[config.mk]
export PLATFORM = sky130hd
export DESIGN_NAME = apu_master_issue
export DESIGN_NICKNAME = d
export VERILOG_FILES = /design/src/rtl/apu_master_pkg.sv /design/src/rtl/apu_resp_fifo.sv /design/src/rtl/apu_master_issue.sv
export SDC_FILE = /design/constraint.sdc
export NUM_CORES = 1
export LEC_CHECK = 0
export ABC_AREA = 1
export BUFFER_PORTS_ARGS = -buffer_cell sky130_fd_sc_hd__buf_2
export CAP_MARGIN = 20
export CORE_UTILIZATION = 48
export CTS_CLUSTER_DIAMETER = 50
export DETAILED_ROUTE_END_ITERATION = 7
export MAX_ROUTING_LAYER = met4
export PLACE_DENSITY = 0.85
export SETUP_SLACK_MARGIN = 0.5
export SLEW_MARGIN = 15
export SYNTH_ARGS = -nofsm -noshare
export SYNTH_HDL_FRONTEND = slang
export SYNTH_HIERARCHICAL = 1
export SYNTH_SLANG_ARGS = --single-unit
export TNS_END_PERCENT = 20
[constraint.sdc]
create_clock -name clk -period 2.4 [get_ports clk]
set_input_delay 0.36 -clock clk [delete_from_list [all_inputs] [get_ports clk]]
set_output_delay 0.36 -clock clk [all_outputs]
set_load 0.02 [all_outputs]
[src/rtl/apu_master_pkg.sv]
// Shared types for the APU request/response initiator: tag lifecycle states,
// default geometry and the response-buffer entry layout.
package apu_master_pkg;

  localparam int unsigned DEF_NB_OUTSTANDING  = 4;
  localparam int unsigned DEF_DATA_WIDTH      = 32;
  localparam int unsigned DEF_FLAGS_OUT_WIDTH = 5;

  function automatic int unsigned tag_width(input int unsigned nb);
    return (nb > 1) ? $clog2(nb) : 1;
  endfunction

  localparam int unsigned DEF_TAG_W = tag_width(DEF_NB_OUTSTANDING);

  typedef enum logic [1:0] {
    TAG_FREE   = 2'd0,
    TAG_ISSUED = 2'd1,
    TAG_DONE   = 2'd2
  } tag_state_e;

  // Entry layout for the default geometry; the top builds its own from its parameters.
  typedef struct packed {
    logic [DEF_TAG_W-1:0]           tag;
    logic [DEF_DATA_WIDTH-1:0]      data;
    logic [DEF_FLAGS_OUT_WIDTH-1:0] flags;
  } resp_entry_t;

endpackage

[src/rtl/apu_resp_fifo.sv]
// Synchronous FIFO buffering accepted APU responses until the core takes them.
module apu_resp_fifo
  import apu_master_pkg::*;
#(
  parameter int unsigned DEPTH   = DEF_NB_OUTSTANDING,
  parameter type         entry_t = resp_entry_t
) (
  input  logic   clk,
  input  logic   rst_n,
  input  logic   push_i,
  input  entry_t data_i,
  input  logic   pop_i,
  output entry_t data_o,
  output logic   full_o,
  output logic   empty_o
);

  localparam int unsigned PTR_W = (DEPTH > 1) ? $clog2(DEPTH) : 1;
  localparam int unsigned CNT_W = $clog2(DEPTH + 1);

  entry_t           mem_q [DEPTH];
  logic [PTR_W-1:0] wptr_q, rptr_q;
  logic [CNT_W-1:0] count_q;
  logic             do_push, do_pop;

  assign full_o  = (count_q == CNT_W'(DEPTH));
  assign empty_o = (count_q == '0);
  assign do_push = push_i && !full_o;
  assign do_pop  = pop_i && !empty_o;
  assign data_o  = mem_q[rptr_q];

  always_ff @(posedge clk or negedge rst_n) begin
    if (!rst_n) begin
      wptr_q  <= '0;
      rptr_q  <= '0;
      count_q <= '0;
      for (int unsigned i = 0; i < DEPTH; i++) mem_q[i] <= '0;
    end else begin
      if (do_push) begin
        mem_q[wptr_q] <= data_i;
        wptr_q        <= (wptr_q == PTR_W'(DEPTH - 1)) ? '0 : wptr_q + 1'b1;
      end
      if (do_pop) rptr_q <= (rptr_q == PTR_W'(DEPTH - 1)) ? '0 : rptr_q + 1'b1;
      if (do_push && !do_pop)      count_q <= count_q + 1'b1;
      else if (!do_push && do_pop) count_q <= count_q - 1'b1;
    end
  end

endmodule

[src/rtl/apu_master_issue.sv]
// Core-side APU initiator: tags requests, holds them until granted, and returns
// possibly out-of-order responses to the core together with the caller context.
module apu_master_issue
  import apu_master_pkg::*;
#(
  parameter int unsigned ID_WIDTH        = 9,
  parameter int unsigned NB_ARGS         = 2,
  parameter int unsigned OPCODE_WIDTH    = 6,
  parameter int unsigned DATA_WIDTH      = 32,
  parameter int unsigned FLAGS_IN_WIDTH  = 15,
  parameter int unsigned FLAGS_OUT_WIDTH = 5,
  parameter int unsigned CTX_WIDTH       = 5,
  parameter int unsigned NB_OUTSTANDING  = 4
) (
  input  logic                          clk,
  input  logic                          rst_n,
  input  logic                          req_valid_i,
  output logic                          req_ready_o,
  input  logic [NB_ARGS*DATA_WIDTH-1:0] req_operands_i,
  input  logic [OPCODE_WIDTH-1:0]       req_op_i,
  input  logic [FLAGS_IN_WIDTH-1:0]     req_flags_i,
  input  logic [CTX_WIDTH-1:0]          req_ctx_i,
  output logic                          apu_req_o,
  input  logic                          apu_gnt_i,
  output logic [ID_WIDTH-1:0]           apu_ID_o,
  output logic [NB_ARGS*DATA_WIDTH-1:0] apu_operands_o,
  output logic [OPCODE_WIDTH-1:0]       apu_op_o,
  output logic [FLAGS_IN_WIDTH-1:0]     apu_flags_o,
  output logic                          apu_rready_o,
  input  logic                          apu_rvalid_i,
  input  logic [DATA_WIDTH-1:0]         apu_rdata_i,
  input  logic [FLAGS_OUT_WIDTH-1:0]    apu_rflags_i,
  input  logic [ID_WIDTH-1:0]           apu_rID_i,
  output logic                          res_valid_o,
  input  logic                          res_ready_i,
  output logic [DATA_WIDTH-1:0]         res_data_o,
  output logic [FLAGS_OUT_WIDTH-1:0]    res_flags_o,
  output logic [CTX_WIDTH-1:0]          res_ctx_o,
  output logic                          busy_o,
  output logic                          err_o
);

  localparam int unsigned TAG_W = tag_width(NB_OUTSTANDING);
  localparam int unsigned OPS_W = NB_ARGS * DATA_WIDTH;

  if (ID_WIDTH < TAG_W) begin : g_id_width_check
    $error("ID_WIDTH must be at least the tag width");
  end
  if (NB_OUTSTANDING < 2 || (NB_OUTSTANDING & (NB_OUTSTANDING - 1)) != 0) begin : g_nb_check
    $error("NB_OUTSTANDING must be a power of two >= 2");
  end

  typedef struct packed {
    logic [TAG_W-1:0]           tag;
    logic [DATA_WIDTH-1:0]      data;
    logic [FLAGS_OUT_WIDTH-1:0] flags;
  } entry_t;

  tag_state_e                 tag_state_q [NB_OUTSTANDING];
  tag_state_e                 tag_state_d [NB_OUTSTANDING];
  logic [CTX_WIDTH-1:0]       ctx_table_q [NB_OUTSTANDING];
  logic                       hold_valid_q, hold_valid_d;
  logic [TAG_W-1:0]           hold_tag_q, hold_tag_d;
  logic [OPS_W-1:0]           hold_ops_q, hold_ops_d;
  logic [OPCODE_WIDTH-1:0]    hold_op_q, hold_op_d;
  logic [FLAGS_IN_WIDTH-1:0]  hold_flags_q, hold_flags_d;
  logic                       err_q;

  logic                       any_free;
  logic [TAG_W-1:0]           alloc_tag;
  logic                       accept, grant, pop, rsp_ok;
  logic [TAG_W-1:0]           rsp_tag;
  logic                       fifo_full, fifo_empty;
  entry_t                     push_entry, head;

  // Lowest-index FREE tag, taken from registered state only.
  always_comb begin
    any_free  = 1'b0;
    alloc_tag = '0;
    for (int unsigned i = 0; i < NB_OUTSTANDING; i++) begin
      if (!any_free && tag_state_q[i] == TAG_FREE) begin
        any_free  = 1'b1;
        alloc_tag = TAG_W'(i);
      end
    end
  end

  assign req_ready_o = (!hold_valid_q || apu_gnt_i) && any_free;
  assign accept      = req_valid_i && req_ready_o;
  assign grant       = hold_valid_q && apu_gnt_i;

  assign rsp_tag     = apu_rID_i[TAG_W-1:0];
  assign rsp_ok      = apu_rvalid_i && ((apu_rID_i >> TAG_W) == '0)
                       && (tag_state_q[rsp_tag] == TAG_ISSUED);
  assign push_entry  = '{tag: rsp_tag, data: apu_rdata_i, flags: apu_rflags_i};
  assign pop         = !fifo_empty && res_ready_i;

  // Transitions are disjoint: each applies to a tag in a different current state.
  always_comb begin
    tag_state_d = tag_state_q;
    for (int unsigned i = 0; i < NB_OUTSTANDING; i++) begin
      if (accept && alloc_tag == TAG_W'(i)) tag_state_d[i] = TAG_ISSUED;
      if (rsp_ok && rsp_tag == TAG_W'(i))   tag_state_d[i] = TAG_DONE;
      if (pop && head.tag == TAG_W'(i))     tag_state_d[i] = TAG_FREE;
    end
  end

  always_comb begin
    hold_valid_d = hold_valid_q;
    hold_tag_d   = hold_tag_q;
    hold_ops_d   = hold_ops_q;
    hold_op_d    = hold_op_q;
    hold_flags_d = hold_flags_q;
    if (grant) hold_valid_d = 1'b0;
    if (accept) begin
      hold_valid_d = 1'b1;
      hold_tag_d   = alloc_tag;
      hold_ops_d   = req_operands_i;
      hold_op_d    = req_op_i;
      hold_flags_d = req_flags_i;
    end
  end

  always_ff @(posedge clk or negedge rst_n) begin
    if (!rst_n) begin
      hold_valid_q <= 1'b0;
      hold_tag_q   <= '0;
      hold_ops_q   <= '0;
      hold_op_q    <= '0;
      hold_flags_q <= '0;
      err_q        <= 1'b0;
      for (int unsigned i = 0; i < NB_OUTSTANDING; i++) begin
        tag_state_q[i] <= TAG_FREE;
        ctx_table_q[i] <= '0;
      end
    end else begin
      hold_valid_q <= hold_valid_d;
      hold_tag_q   <= hold_tag_d;
      hold_ops_q   <= hold_ops_d;
      hold_op_q    <= hold_op_d;
      hold_flags_q <= hold_flags_d;
      err_q        <= apu_rvalid_i && !rsp_ok;
      tag_state_q  <= tag_state_d;
      if (accept) ctx_table_q[alloc_tag] <= req_ctx_i;
    end
  end

  apu_resp_fifo #(
    .DEPTH   (NB_OUTSTANDING),
    .entry_t (entry_t)
  ) u_resp_fifo (
    .clk     (clk),
    .rst_n   (rst_n),
    .push_i  (rsp_ok),
    .data_i  (push_entry),
    .pop_i   (pop),
    .data_o  (head),
    .full_o  (fifo_full),
    .empty_o (fifo_empty)
  );

  logic busy_tags;
  always_comb begin
    busy_tags = 1'b0;
    for (int unsigned i = 0; i < NB_OUTSTANDING; i++)
      if (tag_state_q[i] != TAG_FREE) busy_tags = 1'b1;
  end

  assign apu_req_o      = hold_valid_q;
  assign apu_ID_o       = ID_WIDTH'(hold_tag_q);
  assign apu_operands_o = hold_ops_q;
  assign apu_op_o       = hold_op_q;
  assign apu_flags_o    = hold_flags_q;
  assign apu_rready_o   = 1'b1;
  assign res_valid_o    = !fifo_empty;
  assign res_data_o     = head.data;
  assign res_flags_o    = head.flags;
  assign res_ctx_o      = ctx_table_q[head.tag];
  assign busy_o         = busy_tags || hold_valid_q;
  assign err_o          = err_q;

endmodule
; ---- Word level (Yosys, flattened, before mapping)
; Index checks and enable logic that the tools add are counted.
[word_totals]
reg_bits = 280
in_bits = 142
out_inout_bits = 142
elab_cells = 160
[classes]
add_sub_neg = 4
order_cmp = 7
eq_ne = 13
n_mux = 44
n_bitwise = 5
reduce_logical = 58
[ops]
columns = op, count
row1 = bitwise mux 156 bit, 1
row2 = two-way mux 39 bit, 3
row3 = binary-select mux 39 bit (select 2 bit), 1
row4 = demux 39 bit (select 2 bit), 1
row5 = two-way mux 2 bit, 18
row6 = logical AND 1 bit, 28
row7 = bitwise mux 20 bit, 1
row8 = == test 2 bit (second input constant), 8
row9 = greater-or-equal comparator 3 bit (second input constant), 5
row10 = two-way mux 5 bit, 3
row11 = inverter 2 -> 3 bit, 5
row12 = logical NOT 2 bit, 7
row13 = nonzero test 2 bit, 6
row14 = nonzero test 3 bit, 4
row15 = two-way mux 1 bit, 11
row16 = binary-select mux 5 bit (select 2 bit), 1
row17 = demux 5 bit (select 2 bit), 1
row18 = logical NOT 1 bit, 9
row19 = logical NOT 9 bit, 1
row20 = == test 2 x 1 -> 1 bit (second input constant), 4
row21 = < comparator 3 x 1 -> 1 bit (second input constant), 2
row22 = two-way mux 3 bit, 2
row23 = adder 2 x 1 -> 2 bit (second input constant), 2
row24 = binary-select mux 2 bit (select 2 bit), 1
row25 = 5 further kinds, 6

; ---- Logic depth before layout (Yosys ltp)
; Gate-level depths: netlist of the first run.
[depth]
ltp_word = 17
depth_mapped = 20
mapped_depth_nobuf = 17

; ---- By module
; Netlist of the first run, hierarchy kept.
[modules_own_cells]
columns = mod, n_inst, cells_per_inst, area_each_um2, seq_area_each_um2
row1 = apu_resp_fifo, 1, 1044, 8289.2, 4078.9
row2 = apu_master_issue, 1, 591, 4904.7, 2927.8

; ---- Least setup slack after synthesis of the first run
; No wires, ideal clock.
[synth_path]
kind = input to register
from = in apu_rID_i[0]
to = reg u_resp_fifo.count_q[2]
setup_ns = 0.117
arrival_time_ns = 2.432
required_ns = 2.283
setup_slack_ns = -0.149
path_stages = 18
path_buffers = 3
cell_sequence = buf_2 -> inv_1 -> nand3_1 -> nand2_1 -> nor2_1 -> nand3_1 -> inv_1 -> buf_4 -> buf_2 -> nand2_1 -> inv_1 -> ha_1 -> inv_1 -> fa_1 -> nand2_1 -> nand3_1 -> nand2_1 -> nand2_1
[synth_via]
elab_chain_len = 10
elab_cells_between_ends = 12
classes_between = eq/ne: 1 / mux: 4 / bitwise: 1 / reduce/logical: 6
[synth_lines]
columns = item, line_no
row1 = "start, declared", apu_master_issue.sv:33  ; input logic [ID_WIDTH-1:0] apu_rID_i,
row2 = inverter 2 -> 3 bit (implied by the code) *, apu_master_issue.sv:94  ; && (tag_state_q[rsp_tag] == TAG_ISSUED);
row3 = binary-select mux 2 bit (select 2 bit) *, apu_master_issue.sv:94
row4 = two-way mux 2 bit (implied by the code) * (2 in a row), apu_master_issue.sv:94
row5 = == test 2 x 1 -> 1 bit *, apu_master_issue.sv:94
row6 = logical AND 1 bit *, apu_master_issue.sv:94
row7 = via rsp_ok, apu_master_issue.sv:71  ; logic accept, grant, pop, rsp_ok;
row8 = logical AND 1 bit *, apu_resp_fifo.sv:28  ; assign do_push = push_i && !full_o;
row9 = via u_resp_fifo.do_push, apu_resp_fifo.sv:24  ; logic do_push, do_pop;
row10 = logical NOT 1 bit, apu_resp_fifo.sv:45  ; else if (!do_push && do_pop) count_q <= count_q - 1'b1;
row11 = logical AND 1 bit, apu_resp_fifo.sv:45
row12 = nonzero test 2 bit (no source line), --
row13 = "end signal, assigned", apu_resp_fifo.sv:44  ; if (do_push && !do_pop) count_q <= count_q + 1'b1;
row14 = "end signal, assigned", apu_resp_fifo.sv:45
row15 = "end, declared", apu_resp_fifo.sv:23  ; logic [CNT_W-1:0] count_q;
; Mark *: on every way through the listed nets, which the timed path passes. The rest lies on a longest branch. The select of a mux whose other input is x is not followed.
; A chain may end at the register's enable or synchronous reset.

==> out/metrics.cfg, run 1 <==
[drt]
dr.pass1.iters = 6
num_vias = 13200
totalWireLength_mm = 44.6
drc = 0
drt_iter0_markers = 1439
wl_per_cell_microns = 19.3
final_antenna_net_count = 0
vias_per_cell = 5.71

[power_and_ir_drop]
p_sw_uw = 8470
pwr-share-comb = 0.449
p_leak_uw = 0.00934
switching_share = 0.419
p_per_area_nw_per_um2 = 1170
clock_power_share = 0.233
p_total_uw = 20200
power_frac_seq = 0.318
vdd_drop_max_mv = 0.902
power.internal_uw = 11700

[final_layout]
fin_nets = 2089
fin_util = 0.643
synthToLayoutAreaGrowth_pct = 31.4
fillers = 2045
drive_gt1_frac = 0.246

[setup_path]
path_cells = buf_6, o21ai_1, nand2_2, nand2_1, inv_2, a22oi_2, nand2_1, buf_4
cp_common_cell = nand2_1
cp_slowest_cell = dfrtp_4
crit_path_start_kind = flip-flop
rr_startpoint = tag_state_q[5]$_DFFE_PN0P_
end_kind = output pin
path_class = flip-flop to output pin
startpoint = u_resp_fifo/rptr_q[0]$_DFFE_PN0P_
cp.required_ns = 2.04
cpPeakStageDelay_ns = 0.52
worstPathArrival_ns = 2.22
crit_fanout = 6
reg2reg_depth = 15

[die]
start_util = 0.489
dieWidth_microns = 168
dieArea_sq_um = 28100
row_count = 60
die_height_microns = 168
core-area_sq_um = 27000
pin_count = 284

[run]
drv_cap = 0

[sta]
fmax_mhz = 388
skew_ns = 0.0221
slew_headroom = 0.525
post-route-period-util = 1.07
period_minus_slack_ns = 2.58
slew_violations = 0
tightest_slew_ns = 0.713
setup_violations = 26
rsz0062_at_grt = true
fin_ws_ns = -0.177
hold_ws_ns = 0.000832
hold_violations = 0

[global_routing]
gr-total-overflow = 0
grt_pass1_vias = 12900
grt_max_degree = 91
grt_antenna_before_repair = 11
grt_pass1_wl_mm = 66.5
track_usage = 0.304

[cts]
htreeDepth = 1
clock_latency_ns = 0.56
cts_tree = done
clock-sinks = 280
max-clock-path-buffers = 3
cts_root_buf = clkbuf_16
cts_made_buffers = 30
path_clk_slew_ns = 0.06

[run_status]
violations = setup timing
outcome = finished with violations

[placement]
place.gp.congestion = 0.882
dp_hpwl_mm = 23.7
io_buffer_count = 275

[logic_synthesis]
synth_area_per_cell_sq_um = 8.07
yosys_warnings = 6
synthCells = 1634
syn_area_sq_um = 13200

[hold_path]
hp-class = input pin to flip-flop
hold_start = req_op_i[3]
hold_path_depth = 3

==> cell usage in the layout (no fill, tap or decap), drive strengths merged, types with 3 or more instances in the layout <==
cell type      n
a21oi         41
conb           8
clkinv         9
o21ai         58
a22oi          6
diode         13
nand4        165
dfrtp        280
nand2        739
or2            3
buf          336
clkinvlp       3
ha             6
clkbuf        50
dlygate4sd3   47
nor2          27
o211ai        39
inv          121
nand3         17
==> power by group through the flow <==
stage | logic [uW] | clock network [uW] | registers (uW)
3_5_place_dp | 7120 | 0 | 6350
3_3_place_gp | 6950 | 0 | 6350
6_report | 9080 | 4710 | 6420
2_1_floorplan | 3950 | 0 | 7100
4_1_cts | 8150 | 4710 | 6330
5_1_grt | 9710 | 4930 | 6500
==> registers in the layout (all words and copies together) (netlist names) <==
signal               flops
apu_op_o                 6
apu_req_o                1
u_resp_fifo/count_q      3
u_resp_fifo/wptr_q       2
apu_flags_o             15
u_resp_fifo/rptr_q       2
err_o                    1
apu_operands_o          64
u_resp_fifo/mem_q      156
hold_tag_q               2
tag_state_q              8
ctx_table_q             20
==> layout make-up <==
class / instances / area, sq um / share of cell area
clock inverter: 13 / 145 / 0.00838
clock buffer: 41 / 862 / 0.0498
multi-input combinational: 1114 / 5310 / 0.306
timing repair buffer: 392 / 3060 / 0.177
inverter: 122 / 475 / 0.0274
antenna: 13 / 32.5 / 0.00188
tap: 341 / 427 / 0.0246
sequential: 280 / 7020 / 0.405
==> through the flow <==
| step | TNS (ns) | setup WS, ns | std cells | instance area [sq um] |
|---|---|---|---|---|
| 6_report | -1.66 | -0.177 | 2316 | 17300 |
| 5_1_grt | -4.39 | -0.221 | 2314 | 17300 |
| 4_1_cts | -2.97 | -0.136 | 2283 | 16800 |
| 3_5_place_dp | 0 | 0.114 | 2175 | 14900 |
| 3_3_place_gp | 0 | 0.210 | 2175 | 14900 |
| 2_1_floorplan | 0 | 0.289 | 1640 | 13300 |
==> final timing paths <==
check / slack [ns] / to
min in group asynchronous: 0.39 / u_resp_fifo/mem_q[105]$_DFFE_PN0P_
worst max register to register: 0.34 / u_resp_fifo/count_q[2]$_DFFE_PN0P_
max in group asynchronous: 1.27 / u_resp_fifo/mem_q[137]$_DFFE_PN0P_
worst max-delay path: -0.18 / res_ctx_o[2]
worst min register to register: 0.47 / u_resp_fifo/mem_q[127]$_DFFE_PN0P_
worst min-delay path: 0.0008 / apu_op_o[3]$_DFFE_PN0P_
==> timing repair <==
action                                  4_1_cts  5_1_grt
pin swaps                                    36       40
hold endpoints to repair                    112        0
endpoints found under the setup margin      182      274
gates resized for setup                     106       78
gates cloned                                  4       11
buffers inserted                              3        9
hold buffers                                 47        0
==> worst max-delay path: cells and delay by family, from the launching register on <==
family                 cells  cell delay, ns
flip-flops                 1            0.52
buffers and inverters      3            0.41
AND/OR/NAND/NOR            3            0.38
AO/OA/AOI/OAI              2            0.34
==> routing by layer <==
layer	vias up	track usage	routed length, microns
li1	5894	-	-
met1	6264	0.359	16200
met2	872	0.504	21700
met3	192	0.0578	4240
met4	0	0.144	2480
met5	-	-	0
No activity file was read; power rests on OpenSTA's default activity.
==> run 2, diff against run 1 <==
- RECOVER_POWER: not set -> 50
==> run 2 against run 1 <==
Net effect:
- the run still ends with setup timing left
- power fell by 0.48%
- clock power about the same
- core utilization down 0.63 points
- first-iteration DRC count grew 2.9%
- sequential share of layout area up 0.40 points
- hold slack better by 0.0043 ns
- combinational power down 1%
- register-to-register slack worse by 0.46 ns
- setup slack got worse by 0.0028 ns
- global-route usage unchanged
- clock skew down 0.0032 ns
- critical path type unchanged
- critical endpoint unchanged
- highest routed layer unchanged
==> out/metrics.cfg, run 2 (synthesis results as in run 1) <==
[run_status]
violations = setup timing
outcome = finished with violations

[drt]
wl_per_cell_microns = 19.2  ; -0.22%
drt_iter0_markers = 1481  ; +2.9%
drc = 0  ; unchanged
vias_per_cell = 5.71  ; about the same
totalWireLength_mm = 44.5  ; -0.26%
met2_wirelength_mm = 21.6  ; -0.47%
drt-met1-wl_mm = 16.2  ; +0.40%
num_vias = 13200  ; +0.053%
dr.pass1.iters = 6  ; unchanged
wl_met3_mm = 4.27  ; +0.76%
highest-signal-layer = met4
final_antenna_net_count = 0  ; unchanged

[run]
drv_cap = 0  ; unchanged

[placement]
io_buffer_count = 275  ; unchanged
dpl.cell_count = 2175  ; unchanged
placed_area_sq_um = 14900  ; unchanged
dp_hpwl_mm = 23.7  ; unchanged
place.gp.congestion = 0.882  ; unchanged
place_ws_ns = 0.114  ; unchanged

[final_layout]
multiInputGateArea_sq_um = 5300  ; about the same
layout_common_cells = 723 x nand2_1, 275 x dfrtp_1, 187 x buf_2
final_common_cell = nand2_1
regMostFlops = u_resp_fifo/mem_q
regArea_sq_um = 7020  ; unchanged
fin_util = 0.637  ; -0.00627
synthToLayoutAreaGrowth_pct = 30.1
stdcell_area_sq_um = 17200  ; -0.97%
drive_gt1_frac = 0.219  ; -0.0270
fin_cells = 2315  ; -0.043%
fin_nets = 2089  ; unchanged
largest_reg_flops = 156  ; unchanged
fillers = 2089  ; +2.2%

[sta]
hold_violations = 0  ; unchanged
slew_violations = 0  ; unchanged
period_minus_slack_ns = 2.58  ; +0.00278 ns
tightest_slew_ns = 1.20  ; +0.492 ns
skew_ns = 0.0189  ; -0.00322 ns
setup_violations = 29  ; +12%
post-route-period-util = 1.08  ; +0.00116
slew_headroom = 0.197  ; -0.328
fin_ws_ns = -0.180  ; -0.00279 ns
fmax_mhz = 388  ; -0.11%
rsz0062_at_grt = true

[setup_path]
cp.required_ns = 2.04  ; about the same
cp_slowest_cell = dfrtp_4
r2r_slack_ns = -0.12  ; -0.46 ns
cp_common_cell = nand2_1
path_class = flip-flop to output pin
cp.depth = 8  ; unchanged
critical_path_buf_inv_count = 3  ; unchanged
reg2reg_depth = 13  ; -2
r2r_end = u_resp_fifo/count_q[1]$_DFFE_PN0P_
end_kind = output pin
cp_top_family = flip-flops
critPathCapture = res_ctx_o[2]
crit_path_start_kind = flip-flop
rr_startpoint = tag_state_q[2]$_DFFE_PN0P_
cpPeakStageDelay_ns = 0.53  ; about the same
startpoint = u_resp_fifo/rptr_q[0]$_DFFE_PN0P_
path_cells = buf_6, o21ai_1, nand2_2, nand2_1, inv_2, a22oi_2, nand2_1, buf_4
crit_fanout = 6  ; unchanged
worstPathArrival_ns = 2.22  ; about the same

[global_routing]
grt_max_degree = 91  ; unchanged
grt_pass1_vias = 12900  ; unchanged
grt_pass1_wl_mm = 66.5  ; unchanged
track_usage = 0.304  ; unchanged
gr-total-overflow = 0  ; unchanged
grt_antenna_before_repair = 11  ; unchanged

[cts]
path_clk_slew_ns = 0.07  ; about the same
cts_tree = done
max-clock-path-buffers = 3  ; unchanged
cts_root_buf = clkbuf_16
clock_latency_ns = 0.56  ; about the same
htreeDepth = 1  ; unchanged
cts_made_buffers = 30  ; unchanged
clock-sinks = 280  ; unchanged

[die]
dieArea_sq_um = 28100  ; unchanged
row_count = 60  ; unchanged
core-area_sq_um = 27000  ; unchanged
die_height_microns = 168  ; unchanged
start_util = 0.489  ; unchanged
dieWidth_microns = 168  ; unchanged
pin_count = 284  ; unchanged

[hold_path]
hp-class = input pin to flip-flop

[power_and_ir_drop]
vdd_drop_max_mv = 0.892  ; -1.1%
p_leak_uw = 0.00914  ; -2.2%
p_per_area_nw_per_um2 = 1170  ; +0.50%

## run 2: cell count changes in the layout (fill, tap and decap cells not counted), moves of 4 or more
cell,previous run,this run
buf_2,230,187
clkbuf_2,0,5
buf_4,60,50
clkbuf_1,4,56
buf_12,15,11
## run 2: per-layer routing
metal | track usage | vias up
met1 | 0.359 | 6240
met4 | 0.144 | 0
met5 | - | -
li1 | - | 5880
met3 | 0.0578 | 204
met2 | 0.504 | 905
## run 2: how the worst min path moves through the flow
stage,cells past startpoint,endpoint,from,slack [ns]
floorplan,0,apu_flags_o[0]$_DFFE_PN0P_,rst_n,0.06
global placement,1,u_resp_fifo/mem_q[105]$_DFFE_PN0P_,rst_n,0.42
detailed placement,1,u_resp_fifo/mem_q[105]$_DFFE_PN0P_,rst_n,0.42
CTS,3,apu_operands_o[44]$_DFFE_PN0P_,req_operands_i[44],0.0001
global route,3,apu_operands_o[56]$_DFFE_PN0P_,req_operands_i[56],0.01
finish,3,apu_operands_o[48]$_DFFE_PN0P_,req_operands_i[48],0.005
## run 2: metrics by stage
stage | hold slack [ns] | total power (uW) | TNS, ns
after floorplan | 0.0644 | 11000 | 0
after global placement | 0.418 | 13300 | 0
after detailed placement | 0.424 | 13500 | 0
after CTS | 0.000139 | 19200 | -2.97
after global routing | 0.0142 | 21000 | -5.27
final | 0.00512 | 20100 | -2.00
## run 2: final cells by class
type | count | area share
flip-flops and latches | 280 | 0.409
inverters | 122 | 0.0275
clock inverters | 13 | 0.00846
well taps | 341 | 0.0249
clock buffers | 41 | 0.0502
diodes | 12 | 0.00175
multi-input cells | 1114 | 0.309
repair buffers | 392 | 0.169
## run 2: timing repair
| action | CTS | global route |
|---|---|---|
| resized for setup | 106 | 78 |
| pin swaps | 36 | 40 |
| setup endpoints to repair | 182 | 274 |
| hold endpoints to repair | 112 | 0 |
| hold buffers | 47 | 0 |
| setup buffers | 3 | 9 |
| cloned | 4 | 11 |
## run 2: power by group
part,leakage [uW],total [uW],switching (uW),internal [uW]
Clock,0.000488,4710,1980,2730
Sequential,0.00372,6440,766,5670
Combinational,0.00493,8970,5730,3230
## run 2: tightest hold or removal path: stages
cell and delay, ns:
buf_2 0.08, nand2_1 0.05, nand2_1 0.05
==> run 3, diff against run 2 <==
- SKIP_LAST_GASP: not set -> 1
==> run 3 against run 2 <==
Net effect:
- the flow finishes with violations (hold timing, setup timing)
- first-iteration DRC count is 5.1% higher
- critical path depth rose by 2
- register-to-register slack improved by 0.44 ns
- hold slack got worse by 0.010 ns
- cell count is 0.48% higher
- sequential power barely moved
- global-route usage about the same
- routed wire length up 1.1%
- non-clock buffer count is 9 higher
- sequential cell count is the same
- maximum frequency up 0.18%
- via count increased by 0.40%
- critical path type unchanged
- critical endpoint is now res_ctx_o[3]
- largest power group unchanged
==> out/metrics.cfg, run 3 (synthesis results as in run 1) <==
[run_status]
outcome = finished with violations
violations = hold timing, setup timing

[sta]
hold_ws_ns = -0.00484  ; -0.00996 ns
period_minus_slack_ns = 2.58  ; -0.00465 ns
post-route-period-util = 1.07  ; -0.00194
fmax_mhz = 388  ; +0.18%
setup_violations = 33  ; +14%
skew_ns = 0.0254  ; +0.00655 ns
slew_headroom = 0.220  ; +0.0232
fin_ws_ns = -0.176  ; +0.00465 ns
hold_violations = 1  ; +1
slew_violations = 0  ; unchanged
tightest_slew_ns = 1.17  ; -0.0348 ns
rsz0062_at_grt = true

[drt]
drc = 0  ; unchanged
wl_per_cell_microns = 19.4  ; +0.65%
drt-met1-wl_mm = 16.5  ; +1.4%
totalWireLength_mm = 45.0  ; +1.1%
met2_wirelength_mm = 22.1  ; +1.9%
wl_met3_mm = 4.14  ; -3.1%
dr.pass1.iters = 6  ; unchanged
drt_iter0_markers = 1557  ; +5.1%
num_vias = 13300  ; +0.40%
vias_per_cell = 5.71  ; about the same
final_antenna_net_count = 0  ; unchanged
highest-signal-layer = met4

[power_and_ir_drop]
p_leak_uw = 0.00920  ; +0.68%
p_total_uw = 20300  ; +0.88%
vdd_drop_max_mv = 0.903  ; +1.3%
p_sw_uw = 8540  ; +0.69%
power.internal_uw = 11800  ; +1.0%
pwr-share-comb = 0.452  ; +0.006
power_frac_seq = 0.316  ; -0.004
p_per_area_nw_per_um2 = 1180  ; +0.35%
switching_share = 0.421  ; -0.000818
clock_power_share = 0.231  ; -0.003

[cts]
clock-sinks = 280  ; unchanged
cts_made_buffers = 30  ; unchanged
cts_root_buf = clkbuf_16
cts_tree = done
htreeDepth = 1  ; unchanged
max-clock-path-buffers = 3  ; unchanged
path_clk_slew_ns = 0.06  ; about the same
clock_latency_ns = 0.56  ; about the same

[placement]
dpl.cell_count = 2175  ; unchanged
dp_hpwl_mm = 23.7  ; unchanged
io_buffer_count = 275  ; unchanged
place.gp.congestion = 0.882  ; unchanged
placed_area_sq_um = 14900  ; unchanged

[global_routing]
grt_pass1_vias = 12900  ; +0.11%
gr-total-overflow = 0  ; unchanged
grt_pass1_wl_mm = 66.4  ; about the same
grt_antenna_before_repair = 12  ; +1
track_usage = 0.304  ; -0.000338
grt_max_degree = 91  ; unchanged

[die]
die_height_microns = 168  ; unchanged
core-area_sq_um = 27000  ; unchanged
dieWidth_microns = 168  ; unchanged
start_util = 0.489  ; unchanged
row_count = 60  ; unchanged
dieArea_sq_um = 28100  ; unchanged
pin_count = 284  ; unchanged

[final_layout]
fin_cells = 2326  ; +0.48%
fin_nets = 2098  ; +0.43%
drive_gt1_frac = 0.223  ; +0.00458
regMostFlops = u_resp_fifo/mem_q
largest_reg_flops = 156  ; unchanged
final_common_cell = nand2_1
synthToLayoutAreaGrowth_pct = 30.8
stdcell_area_sq_um = 17200  ; +0.53%
fillers = 2084  ; -0.24%
layout_common_cells = 720 x nand2_1, 274 x dfrtp_1, 189 x buf_2
multiInputGateArea_sq_um = 5300  ; about the same
regArea_sq_um = 7020  ; about the same

[setup_path]
cpPeakStageDelay_ns = 0.52  ; about the same
crit_fanout = 5  ; -1
crit_path_start_kind = flip-flop
path_cells = buf_6, nand2_2, o211ai_1, nand2_2, inv_2, nor2_4, buf_6, nand2_2, nand4_1, buf_4
cp.required_ns = 2.04  ; about the same
worstPathArrival_ns = 2.22  ; about the same
end_kind = output pin
path_class = flip-flop to output pin
cp_common_cell = nand2_2
cp_slowest_cell = dfrtp_4
r2r_slack_ns = 0.32  ; +0.44 ns

[run]
drv_cap = 0  ; unchanged

[hold_path]
hp-class = input pin to flip-flop

run 3: critical path: cells and delay by family, from the launching register on:
| kind | cells | cell delay (ns) |
|---|---|---|
| AOI/OAI and AO/OA | 1 | 0.10 |
| DFF | 1 | 0.52 |
| and+or+nand+nor | 5 | 0.49 |
| buffers and inverters | 4 | 0.54 |
run 3: worst paths after layout:
path | startpoint | to | cells past startpoint
worst max-delay path | u_resp_fifo/rptr_q[0]$_DFFE_PN0P_ | res_ctx_o[3] | 10
worst min-delay path | req_op_i[3] | apu_op_o[3]$_DFFE_PN0P_ | 3
worst max register to register | tag_state_q[3]$_DFFE_PN0P_ | u_resp_fifo/count_q[2]$_DFFE_PN0P_ | 15
worst min register to register | u_resp_fifo/mem_q[127]$_DFFE_PN0P_ | u_resp_fifo/mem_q[127]$_DFFE_PN0P_ | 2
max in group asynchronous | rst_n | tag_state_q[2]$_DFFE_PN0P_ | 3
min in group asynchronous | rst_n | u_resp_fifo/mem_q[105]$_DFFE_PN0P_ | 2
run 3: power groups by stage:
stage | Combinational (uW) | Sequential (uW) | Clock, uW
after global placement | 6950 | 6350 | 0
after detailed placement | 7120 | 6350 | 0
after global routing | 9770 | 6500 | 4940
after floorplan | 3950 | 7100 | 0
final | 9170 | 6420 | 4700
after CTS | 8030 | 6310 | 4710
run 3: through the flow:
step	util	TNS, ns	setup WS (ns)
6_report	0.640	-2.01	-0.176
5_1_grt	0.640	-4.96	-0.250
4_1_cts	0.618	-3.05	-0.136
3_5_place_dp	0.552	0	0.114
3_3_place_gp	0.552	0	0.210
2_1_floorplan	-	0	0.289
run 3: timing repair:
action,in CTS,in global routing
pin swaps,12,52
resized for setup,64,110
gates cloned,4,12
hold buffers,47,0
hold endpoints to repair,112,0
setup endpoints to repair,182,290
buffers inserted,3,17
run 3: per-layer routing:
| layer | up-vias | track usage |
|---|---|---|
| met1 | 6300 | 0.361 |
| met3 | 190 | 0.0583 |
| met4 | 0 | 0.145 |
| met2 | 882 | 0.500 |
| met5 | - | - |
| li1 | 5910 | - |
run 3: cell type report:
type | count | share of cell area
Sequential cell | 280 | 0.407
Multi-Input combinational cell | 1114 | 0.307
Timing Repair Buffer | 401 | 0.173
Clock buffer | 41 | 0.0500
Inverter | 122 | 0.0276
Tap cell | 341 | 0.0247
Clock inverter | 13 | 0.00841
Antenna cell | 14 | 0.00203
